--- src/rtl/ddr2_init_engine_pkg.sv ---
// ----------------------------------------------------------------------------
// ddr2_pkg: shared types and constants for the DDR2 power-up sequencer.
//   cmd_t   : {csbar,rasbar,casbar,webar} command encodings
//   state_t : sequencer states, in issue order
//   bit positions of the mode-register fields the sequencer modifies
//   wait_load(): counter load value for the pure-wait states
// ----------------------------------------------------------------------------
package ddr2_pkg;

    typedef enum logic [3:0] {
        CMD_MRS   = 4'b0000,
        CMD_REF   = 4'b0001,
        CMD_PREA  = 4'b0010,
        CMD_NOP   = 4'b0111,
        CMD_DESEL = 4'b1111
    } cmd_t;

    typedef enum logic [3:0] {
        ST_IDLE,
        ST_CKE_WAIT,
        ST_NOP400,
        ST_PREA1,
        ST_EMRS2,
        ST_EMRS3,
        ST_EMRS1,
        ST_MRS_DLLRST,
        ST_PREA2,
        ST_REF1,
        ST_REF2,
        ST_MRS,
        ST_WAIT_DLL,
        ST_EMRS_OCDDEF,
        ST_EMRS_OCDEXIT,
        ST_DONE
    } state_t;

    localparam int DLL_RST_BIT = 8;
    localparam int OCD_HI      = 9;
    localparam int OCD_LO      = 7;
    localparam int AP_BIT      = 10;

    // A wait state shows its first NOP in the cycle it is entered, so it
    // needs one fewer count than its length to last exactly 'cycles'.
    function automatic int unsigned wait_load(int unsigned cycles);
        return (cycles == 0) ? 0 : cycles - 1;
    endfunction

endpackage

--- src/rtl/ddr2_init_engine_if.sv ---
// ----------------------------------------------------------------------------
// ddr2_init_engine_if: start request, completion flag and DDR2 command bus.
//   master : the init engine (drives the command bus and ready, reads init)
//   slave  : the controller side (drives init, reads everything else)
// ----------------------------------------------------------------------------
interface ddr2_init_engine_if;
    import ddr2_pkg::*;

    logic        init;
    logic        ready;
    logic        cke;
    logic        csbar;
    logic        rasbar;
    logic        casbar;
    logic        webar;
    logic [1:0]  ba;
    logic [12:0] a;
    logic        odt;

    modport master (
        input  init,
        output ready, cke, csbar, rasbar, casbar, webar, ba, a, odt
    );

    modport slave (
        output init,
        input  ready, cke, csbar, rasbar, casbar, webar, ba, a, odt
    );

endinterface

--- src/rtl/ddr2_init_engine_gap_counter.sv ---
// ----------------------------------------------------------------------------
// ddr2_gap_counter: loadable down-counter that stops at zero.
//   clk, reset  : clock, synchronous active-high reset (clears the count)
//   load_i      : load load_val_i this cycle (wins over counting)
//   load_val_i  : value to load
//   zero_o      : count is currently zero
// ----------------------------------------------------------------------------
module ddr2_gap_counter #(
    parameter int unsigned CNT_W = 17
) (
    input  logic             clk,
    input  logic             reset,
    input  logic             load_i,
    input  logic [CNT_W-1:0] load_val_i,
    output logic             zero_o
);

    logic [CNT_W-1:0] cnt_q;
    logic [CNT_W-1:0] cnt_d;

    // NOTE: combinational blocks assign a default first so that no path
    // leaves a variable unassigned, which would infer a latch.
    always_comb begin
        cnt_d = cnt_q;
        if (load_i) begin
            cnt_d = load_val_i;
        end else if (cnt_q != '0) begin
            cnt_d = cnt_q - CNT_W'(1);
        end
    end

    // NOTE: state registers use non-blocking assignments so every flop
    // samples pre-edge values regardless of block ordering.
    always_ff @(posedge clk) begin
        if (reset) begin
            cnt_q <= '0;
        end else begin
            cnt_q <= cnt_d;
        end
    end

    assign zero_o = (cnt_q == '0);

endmodule

--- src/rtl/ddr2_init_engine.sv ---
// ----------------------------------------------------------------------------
// ddr2_init_engine: issues the DDR2 power-up / initialization command stream
// and raises ready once the device is usable.
//   clk   : system clock
//   reset : synchronous active-high reset; restarts from IDLE
//   bus   : master side of ddr2_init_engine_if
//           (init in; ready, cke, csbar/rasbar/casbar/webar, ba, a, odt out)
// Each command state emits its command for one cycle on entry, then NOPs
// until its gap counter has drained, then moves on. All outputs are flops.
// ----------------------------------------------------------------------------
module ddr2_init_engine
    import ddr2_pkg::*;
#(
    parameter int unsigned CNT_W      = 17,
    parameter int unsigned T_CKE_WAIT = 100000,
    parameter int unsigned T_NOP400   = 200,
    parameter int unsigned T_RP       = 8,
    parameter int unsigned T_MRD      = 2,
    parameter int unsigned T_RFC      = 64,
    parameter int unsigned T_DLL      = 200,
    parameter logic [12:0] MR_VAL     = 13'h0443,
    parameter logic [12:0] EMR_VAL    = 13'h0004
) (
    input  logic                 clk,
    input  logic                 reset,
    ddr2_init_engine_if.master   bus
);

    localparam longint unsigned CNT_LIM = 64'd1 << CNT_W;

    if (T_CKE_WAIT >= CNT_LIM || T_NOP400 >= CNT_LIM || T_RP >= CNT_LIM ||
        T_MRD >= CNT_LIM || T_RFC >= CNT_LIM || T_DLL >= CNT_LIM) begin : g_bad_param
        $error("ddr2_init_engine: a timing parameter does not fit in CNT_W bits");
    end

    localparam logic [CNT_W-1:0] LD_CKE  = CNT_W'(wait_load(T_CKE_WAIT));
    localparam logic [CNT_W-1:0] LD_N400 = CNT_W'(wait_load(T_NOP400));
    localparam logic [CNT_W-1:0] LD_RP   = CNT_W'(T_RP);
    localparam logic [CNT_W-1:0] LD_MRD  = CNT_W'(T_MRD);
    localparam logic [CNT_W-1:0] LD_RFC  = CNT_W'(T_RFC);
    // Loaded in the MRS_DLLRST command cycle; reaching zero one cycle early
    // lets the OCD EMRS land exactly T_DLL cycles after that command.
    localparam logic [CNT_W-1:0] LD_DLL  = CNT_W'(wait_load(T_DLL));

    state_t      state_q, state_d;
    cmd_t        cmd_q, cmd_d;
    logic [1:0]  ba_q, ba_d;
    logic [12:0] a_q, a_d;
    logic        cke_q, cke_d;
    logic        ready_q, ready_d;

    logic             gap_load;
    logic [CNT_W-1:0] gap_val;
    logic             gap_zero;
    logic             dll_load;
    logic             dll_zero;

    ddr2_gap_counter #(.CNT_W(CNT_W)) u_gap_cnt (
        .clk        (clk),
        .reset      (reset),
        .load_i     (gap_load),
        .load_val_i (gap_val),
        .zero_o     (gap_zero)
    );

    ddr2_gap_counter #(.CNT_W(CNT_W)) u_dll_cnt (
        .clk        (clk),
        .reset      (reset),
        .load_i     (dll_load),
        .load_val_i (LD_DLL),
        .zero_o     (dll_zero)
    );

    // Next-state: advance once the current state's gap has drained.
    always_comb begin
        state_d = state_q;
        unique case (state_q)
            ST_IDLE:         if (bus.init) state_d = ST_CKE_WAIT;
            ST_CKE_WAIT:     if (gap_zero) state_d = ST_NOP400;
            ST_NOP400:       if (gap_zero) state_d = ST_PREA1;
            ST_PREA1:        if (gap_zero) state_d = ST_EMRS2;
            ST_EMRS2:        if (gap_zero) state_d = ST_EMRS3;
            ST_EMRS3:        if (gap_zero) state_d = ST_EMRS1;
            ST_EMRS1:        if (gap_zero) state_d = ST_MRS_DLLRST;
            ST_MRS_DLLRST:   if (gap_zero) state_d = ST_PREA2;
            ST_PREA2:        if (gap_zero) state_d = ST_REF1;
            ST_REF1:         if (gap_zero) state_d = ST_REF2;
            ST_REF2:         if (gap_zero) state_d = ST_MRS;
            // Skip WAIT_DLL entirely when the DLL lock time already elapsed.
            ST_MRS:          if (gap_zero) state_d = dll_zero ? ST_EMRS_OCDDEF : ST_WAIT_DLL;
            ST_WAIT_DLL:     if (dll_zero) state_d = ST_EMRS_OCDDEF;
            ST_EMRS_OCDDEF:  if (gap_zero) state_d = ST_EMRS_OCDEXIT;
            ST_EMRS_OCDEXIT: if (gap_zero) state_d = ST_DONE;
            ST_DONE:         state_d = ST_DONE;
            default:         state_d = ST_IDLE;
        endcase
    end

    // Output and counter-load values: a state's command appears only in the
    // cycle it is entered; every other cycle is NOP with ba/a cleared.
    always_comb begin
        if (state_d == ST_IDLE) cmd_d = CMD_DESEL;
        else                    cmd_d = CMD_NOP;
        ba_d     = '0;
        a_d      = '0;
        gap_load = 1'b0;
        gap_val  = '0;
        dll_load = 1'b0;
        if (state_d != state_q) begin
            gap_load = 1'b1;
            unique case (state_d)
                ST_CKE_WAIT: gap_val = LD_CKE;
                ST_NOP400:   gap_val = LD_N400;
                ST_PREA1, ST_PREA2: begin
                    cmd_d          = CMD_PREA;
                    a_d[AP_BIT]    = 1'b1;
                    gap_val        = LD_RP;
                end
                ST_EMRS2: begin
                    cmd_d   = CMD_MRS;
                    ba_d    = 2'd2;
                    gap_val = LD_MRD;
                end
                ST_EMRS3: begin
                    cmd_d   = CMD_MRS;
                    ba_d    = 2'd3;
                    gap_val = LD_MRD;
                end
                ST_EMRS1: begin
                    cmd_d   = CMD_MRS;
                    ba_d    = 2'd1;
                    a_d     = EMR_VAL;
                    gap_val = LD_MRD;
                end
                ST_MRS_DLLRST: begin
                    cmd_d            = CMD_MRS;
                    a_d              = MR_VAL;
                    a_d[DLL_RST_BIT] = 1'b1;
                    gap_val          = LD_MRD;
                    dll_load         = 1'b1;
                end
                ST_REF1, ST_REF2: begin
                    cmd_d   = CMD_REF;
                    gap_val = LD_RFC;
                end
                ST_MRS: begin
                    cmd_d            = CMD_MRS;
                    a_d              = MR_VAL;
                    a_d[DLL_RST_BIT] = 1'b0;
                    gap_val          = LD_MRD;
                end
                ST_EMRS_OCDDEF: begin
                    cmd_d                 = CMD_MRS;
                    ba_d                  = 2'd1;
                    a_d                   = EMR_VAL;
                    a_d[OCD_HI:OCD_LO]    = 3'b111;
                    gap_val               = LD_MRD;
                end
                ST_EMRS_OCDEXIT: begin
                    cmd_d                 = CMD_MRS;
                    ba_d                  = 2'd1;
                    a_d                   = EMR_VAL;
                    a_d[OCD_HI:OCD_LO]    = 3'b000;
                    gap_val               = LD_MRD;
                end
                default: gap_val = '0;
            endcase
        end
        cke_d   = !(state_d inside {ST_IDLE, ST_CKE_WAIT});
        ready_d = (state_d == ST_DONE);
    end

    // NOTE: the reset branch assigns every output flop explicitly because the
    // bus must show a deselected, cke-low device the cycle after reset.
    always_ff @(posedge clk) begin
        if (reset) begin
            state_q <= ST_IDLE;
            cmd_q   <= CMD_DESEL;
            ba_q    <= '0;
            a_q     <= '0;
            cke_q   <= 1'b0;
            ready_q <= 1'b0;
        end else begin
            state_q <= state_d;
            cmd_q   <= cmd_d;
            ba_q    <= ba_d;
            a_q     <= a_d;
            cke_q   <= cke_d;
            ready_q <= ready_d;
        end
    end

    assign bus.csbar  = cmd_q[3];
    assign bus.rasbar = cmd_q[2];
    assign bus.casbar = cmd_q[1];
    assign bus.webar  = cmd_q[0];
    assign bus.ba     = ba_q;
    assign bus.a      = a_q;
    assign bus.cke    = cke_q;
    assign bus.ready  = ready_q;
    // Termination is never enabled during initialization.
    assign bus.odt    = 1'b0;

endmodule

--- src/flat_wrapper.sv ---
// flat-port wrapper written by rule: the top's interface ports become plain ports
module ddr2_init_engine_flat import ddr2_pkg::*;
#(
    parameter int unsigned CNT_W      = 17,
    parameter int unsigned T_CKE_WAIT = 100000,
    parameter int unsigned T_NOP400   = 200,
    parameter int unsigned T_RP       = 8,
    parameter int unsigned T_MRD      = 2,
    parameter int unsigned T_RFC      = 64,
    parameter int unsigned T_DLL      = 200,
    parameter logic [12:0] MR_VAL     = 13'h0443,
    parameter logic [12:0] EMR_VAL    = 13'h0004
)
  (clk, reset, bus_init, bus_ready, bus_cke, bus_csbar, bus_rasbar, bus_casbar, bus_webar, bus_ba, bus_a, bus_odt);
  ddr2_init_engine_if bus_i ();
  input  logic clk;
  input  logic reset;
  input wire logic [$bits(bus_i.init)-1:0] bus_init;
  output wire logic [$bits(bus_i.ready)-1:0] bus_ready;
  output wire logic [$bits(bus_i.cke)-1:0] bus_cke;
  output wire logic [$bits(bus_i.csbar)-1:0] bus_csbar;
  output wire logic [$bits(bus_i.rasbar)-1:0] bus_rasbar;
  output wire logic [$bits(bus_i.casbar)-1:0] bus_casbar;
  output wire logic [$bits(bus_i.webar)-1:0] bus_webar;
  output wire logic [$bits(bus_i.ba)-1:0] bus_ba;
  output wire logic [$bits(bus_i.a)-1:0] bus_a;
  output wire logic [$bits(bus_i.odt)-1:0] bus_odt;
  assign bus_i.init = bus_init;
  assign bus_ready = bus_i.ready;
  assign bus_cke = bus_i.cke;
  assign bus_csbar = bus_i.csbar;
  assign bus_rasbar = bus_i.rasbar;
  assign bus_casbar = bus_i.casbar;
  assign bus_webar = bus_i.webar;
  assign bus_ba = bus_i.ba;
  assign bus_a = bus_i.a;
  assign bus_odt = bus_i.odt;
  ddr2_init_engine #(.CNT_W(CNT_W), .T_CKE_WAIT(T_CKE_WAIT), .T_NOP400(T_NOP400), .T_RP(T_RP), .T_MRD(T_MRD), .T_RFC(T_RFC), .T_DLL(T_DLL), .MR_VAL(MR_VAL), .EMR_VAL(EMR_VAL)) u_core (.clk(clk), .reset(reset), .bus(bus_i));
endmodule
--- config.mk ---
export PLATFORM = sky130hd
export DESIGN_NAME = ddr2_init_engine_flat
export DESIGN_NICKNAME = d
export VERILOG_FILES = /design/src/rtl/ddr2_init_engine_pkg.sv /design/src/rtl/ddr2_init_engine_if.sv /design/src/rtl/ddr2_init_engine_gap_counter.sv /design/src/rtl/ddr2_init_engine.sv /design/src/flat_wrapper.sv
export SDC_FILE = /design/constraint.sdc
export NUM_CORES = 1
export LEC_CHECK = 0
export ABC_AREA = 0
export BUFFER_PORTS_ARGS = -buffer_cell sky130_fd_sc_hd__buf_4
export CAP_MARGIN = 25
export CORE_ASPECT_RATIO = 1.4
export CORE_MARGIN = 5
export CORE_UTILIZATION = 40
export CTS_CLUSTER_SIZE = 40
export DETAILED_ROUTE_END_ITERATION = 10
export PLACE_DENSITY = 0.59
export SKIP_LAST_GASP = 1
export SYNTH_ARGS = -nofsm -noshare
export SYNTH_HDL_FRONTEND = slang
export SYNTH_SLANG_ARGS = --single-unit
--- constraint.sdc ---
create_clock -name clk -period 8.5 [get_ports clk]
set_input_delay 1.7 -clock clk [delete_from_list [all_inputs] [get_ports clk]]
set_output_delay 1.7 -clock clk [all_outputs]
set_load 0.005 [all_outputs]
==> metrics <==
TritonRoute pass-1 iters=4; Max-slew headroom=50.9%; routed vias=2356; min-delay worst type=register to register; GRT Residual Overflow=0; startpoint types=input port; Initial Util=40.4%; Final Hold Violating Endpoints=0; nets=356; Mapped Area=2780 um^2; worst setup path startpoint=bus_init; Area contributors post-synth=dfxtp_1, nor2_1, xnor2_1; worst path cell trace=buf_4, nand4_1, o21ai_0, nor2_1, nand2_1, or3_1, o31ai_1; Final Cell Area=3040 um^2; R2R depth=7; final slew viol count=0; final RePlAce weighted congestion=0.886; Port Buffers=18; FFs w/ async S/R, synth=0%; fraction of layout cells with a size suffix above 1=12.3%; Pwr Total=969 uW; max incr delay on CP=610 ps; final worst slack=5100 ps; Clk Latency, worst-skew pair=300 ps; clock tree from TritonCTS=built; worst setup slack after placement=4810 ps; P&R area growth vs syn=9.21%; vias in the first global route=2242; status=finished, final reports clean; RSZ-0062 raised after global routing=no; Layout Skew=5.68 ps; post-synthesis sequential area ratio=36.7%; Main synth FF type=dfxtp_1; kind of critical path=input port to register; leakage=1.17 nW; fin crit period=3400 ps; Post-CTS Resized=0; largest net degree at the start of global routing=28; Final setup violation count=0; Worst path depth=7; via/cell ratio=5.29; CTS Root Cell=clkbuf_8; # rows=36; Max rail drop VDD=0.000120 V; post-DP HPWL=4.89 mm; setup bufs post-CTS=0; Yosys top cell area share=36.7%; WL final=6.50 mm; # diodes=0; critical path endpoint=u_core.u_gap_cnt.cnt_q[6]; pwr dens=319 nW/um^2; FMAX=294 MHz; Avg Inst Size Synth=8.16 um^2; WL/cell=14.6 um; worst-path fanout max=11; cells after synthesis=341; die area=8750 um^2; most frequent cells after synthesis=dfxtp_1, nor2_1, nand2_1; num ports=25; crit share post-route=40.0%; number of synthesized flops with an enable pin=0; CTS buffer count=5; DP Area=2940 um^2; Worst-path clk slew=100 ps; Hold Buf Count CTS=0; CP Data Arrival Time=3620 ps; Syn. warnings=0; Seq cells post-synth=51; reg-to-reg startpoint=u_core.u_gap_cnt.cnt_q[2]; TNS Setup=0 ps; Reg2Reg Setup Slack=5290 ps; Reg-to-Reg End=u_core.u_dll_cnt.cnt_q[13]; cell class contributing the biggest share of worst-path delay=simple AND/OR/NAND/NOR gates; Tightest Pin Transition=733 ps; CTS sink cnt=51; max cap viols=0; Critical Path RT=8720 ps; library cells used by synthesis=58; 1st-iter DRT viols=101; DR DRC count=0; initial antenna violation count=0; Die Ht=109 um; Final ANT Viol Nets=0; slowest CP cell=nor2_1; maximum level of the CTS H-tree=2; Chip Width=80.5 um; CP Capture Type=register; CORE AREA=6890 um^2; CTS max path bufs=2; post-synth top area cell=dfxtp_1; first-pass GRT wire length=10.6 mm; total track usage=15.5%; count leader, synth=dfxtp_1; Buf/Inv on CP=1
-- cells in the final DEF (no fill, tap or decap), drive strengths merged, types with 3 or more instances in the layout --
master  synthesis  routed
a22oi           3       3
and2            3       3
nand2          37      37
buf            15      22
nor4           11      11
a31oi           4       4
nor3           14      14
nand4           5       5
nor2b           6       6
or2             3       3
or4             6       6
xnor2          18      18
nor2           43      43
o21ai          12      12
dfxtp          51      51
clkbuf         11       5
o31ai           5       5
xor2           14      14
conb            1       6
a21oi          19      19
ha              4       4
inv             8      10
nand3          14      14
a21o            3       3
-- sequential cells by signal, summed over array words and instances, names as in the netlist --
| signal | flops |
|---|---|
| u_core.bus.ba | 2 |
| u_core.u_dll_cnt.cnt_q | 17 |
| u_core.bus.ready | 1 |
| u_core.cmd_q | 4 |
| u_core.bus.a | 5 |
| u_core.state_q | 4 |
| u_core.bus.cke | 1 |
| u_core.u_gap_cnt.cnt_q | 17 |
-- logic make-up (layout without fill, tap and decap cells) --
group / count (synthesis) / after routing / synth area share [%]
flops: 51 / 51 / 36.7
buf+inv: 34 / 38 / 6.20
xor+xnor: 32 / 32 / 10.1
compound gates: 65 / 65 / 17.0
simple gates: 153 / 153 / 27.8
other cells: 1 / 6 / 0.135
fa+ha+maj: 4 / 4 / 1.80
mux: 1 / 1 / 0.360
-- cell type report --
class	count	area, um^2
fillers	699	3850
multi-input cells	261	1610
flip-flops and latches	51	1020
repair buffers	22	165
well taps	95	119
clock buffers	5	68.8
inverters	8	30.0
clock inverters	3	27.5
-- where the power goes --
part,internal [mW],switching [mW],leakage (nW)
registers,0.292,0.0585,0.418
clock network,0.0612,0.0884,0.0467
logic,0.188,0.281,0.706
total,0.541,0.428,1.17
-- worst min-delay path, cell delays in order (launching register included) --
cell,delay [ps]
dfxtp_1,340
o31ai_1,60
a21oi_1,60
-- routing by layer --
| metal | track usage (%) | vias up | share of wire (%) |
|---|---|---|---|
| met5 | 0 | - | 0 |
| met4 | 7.61 | 0 | 3.0 |
| met3 | 2.73 | 14 | 2.9 |
| met2 | 27.2 | 47 | 51 |
| met1 | 18.0 | 1079 | 43 |
| li1 | - | 1216 | - |
-- worst min-delay path by stage --
stage,start,end,slack (ps),depth (start not counted)
2_1_floorplan,u_core.u_dll_cnt.cnt_q[3],u_core.u_dll_cnt.cnt_q[3],460,2
3_3_place_gp,u_core.u_gap_cnt.cnt_q[8],u_core.u_gap_cnt.cnt_q[8],480,2
3_5_place_dp,u_core.u_dll_cnt.cnt_q[3],u_core.u_dll_cnt.cnt_q[3],490,2
4_1_cts,u_core.u_dll_cnt.cnt_q[3],u_core.u_dll_cnt.cnt_q[3],500,2
5_1_grt,u_core.u_dll_cnt.cnt_q[3],u_core.u_dll_cnt.cnt_q[3],520,2
6_report,u_core.u_dll_cnt.cnt_q[3],u_core.u_dll_cnt.cnt_q[3],500,2
-- stage by stage --
step	utilization (%)	hold slack, ps	std cells
after floorplan	-	460	346
after global placement	42.7	476	437
after detailed placement	42.7	485	437
after CTS	44.1	499	445
after global routing	44.1	521	445
final	44.1	495	445
(Power assumes the default switching activity.)
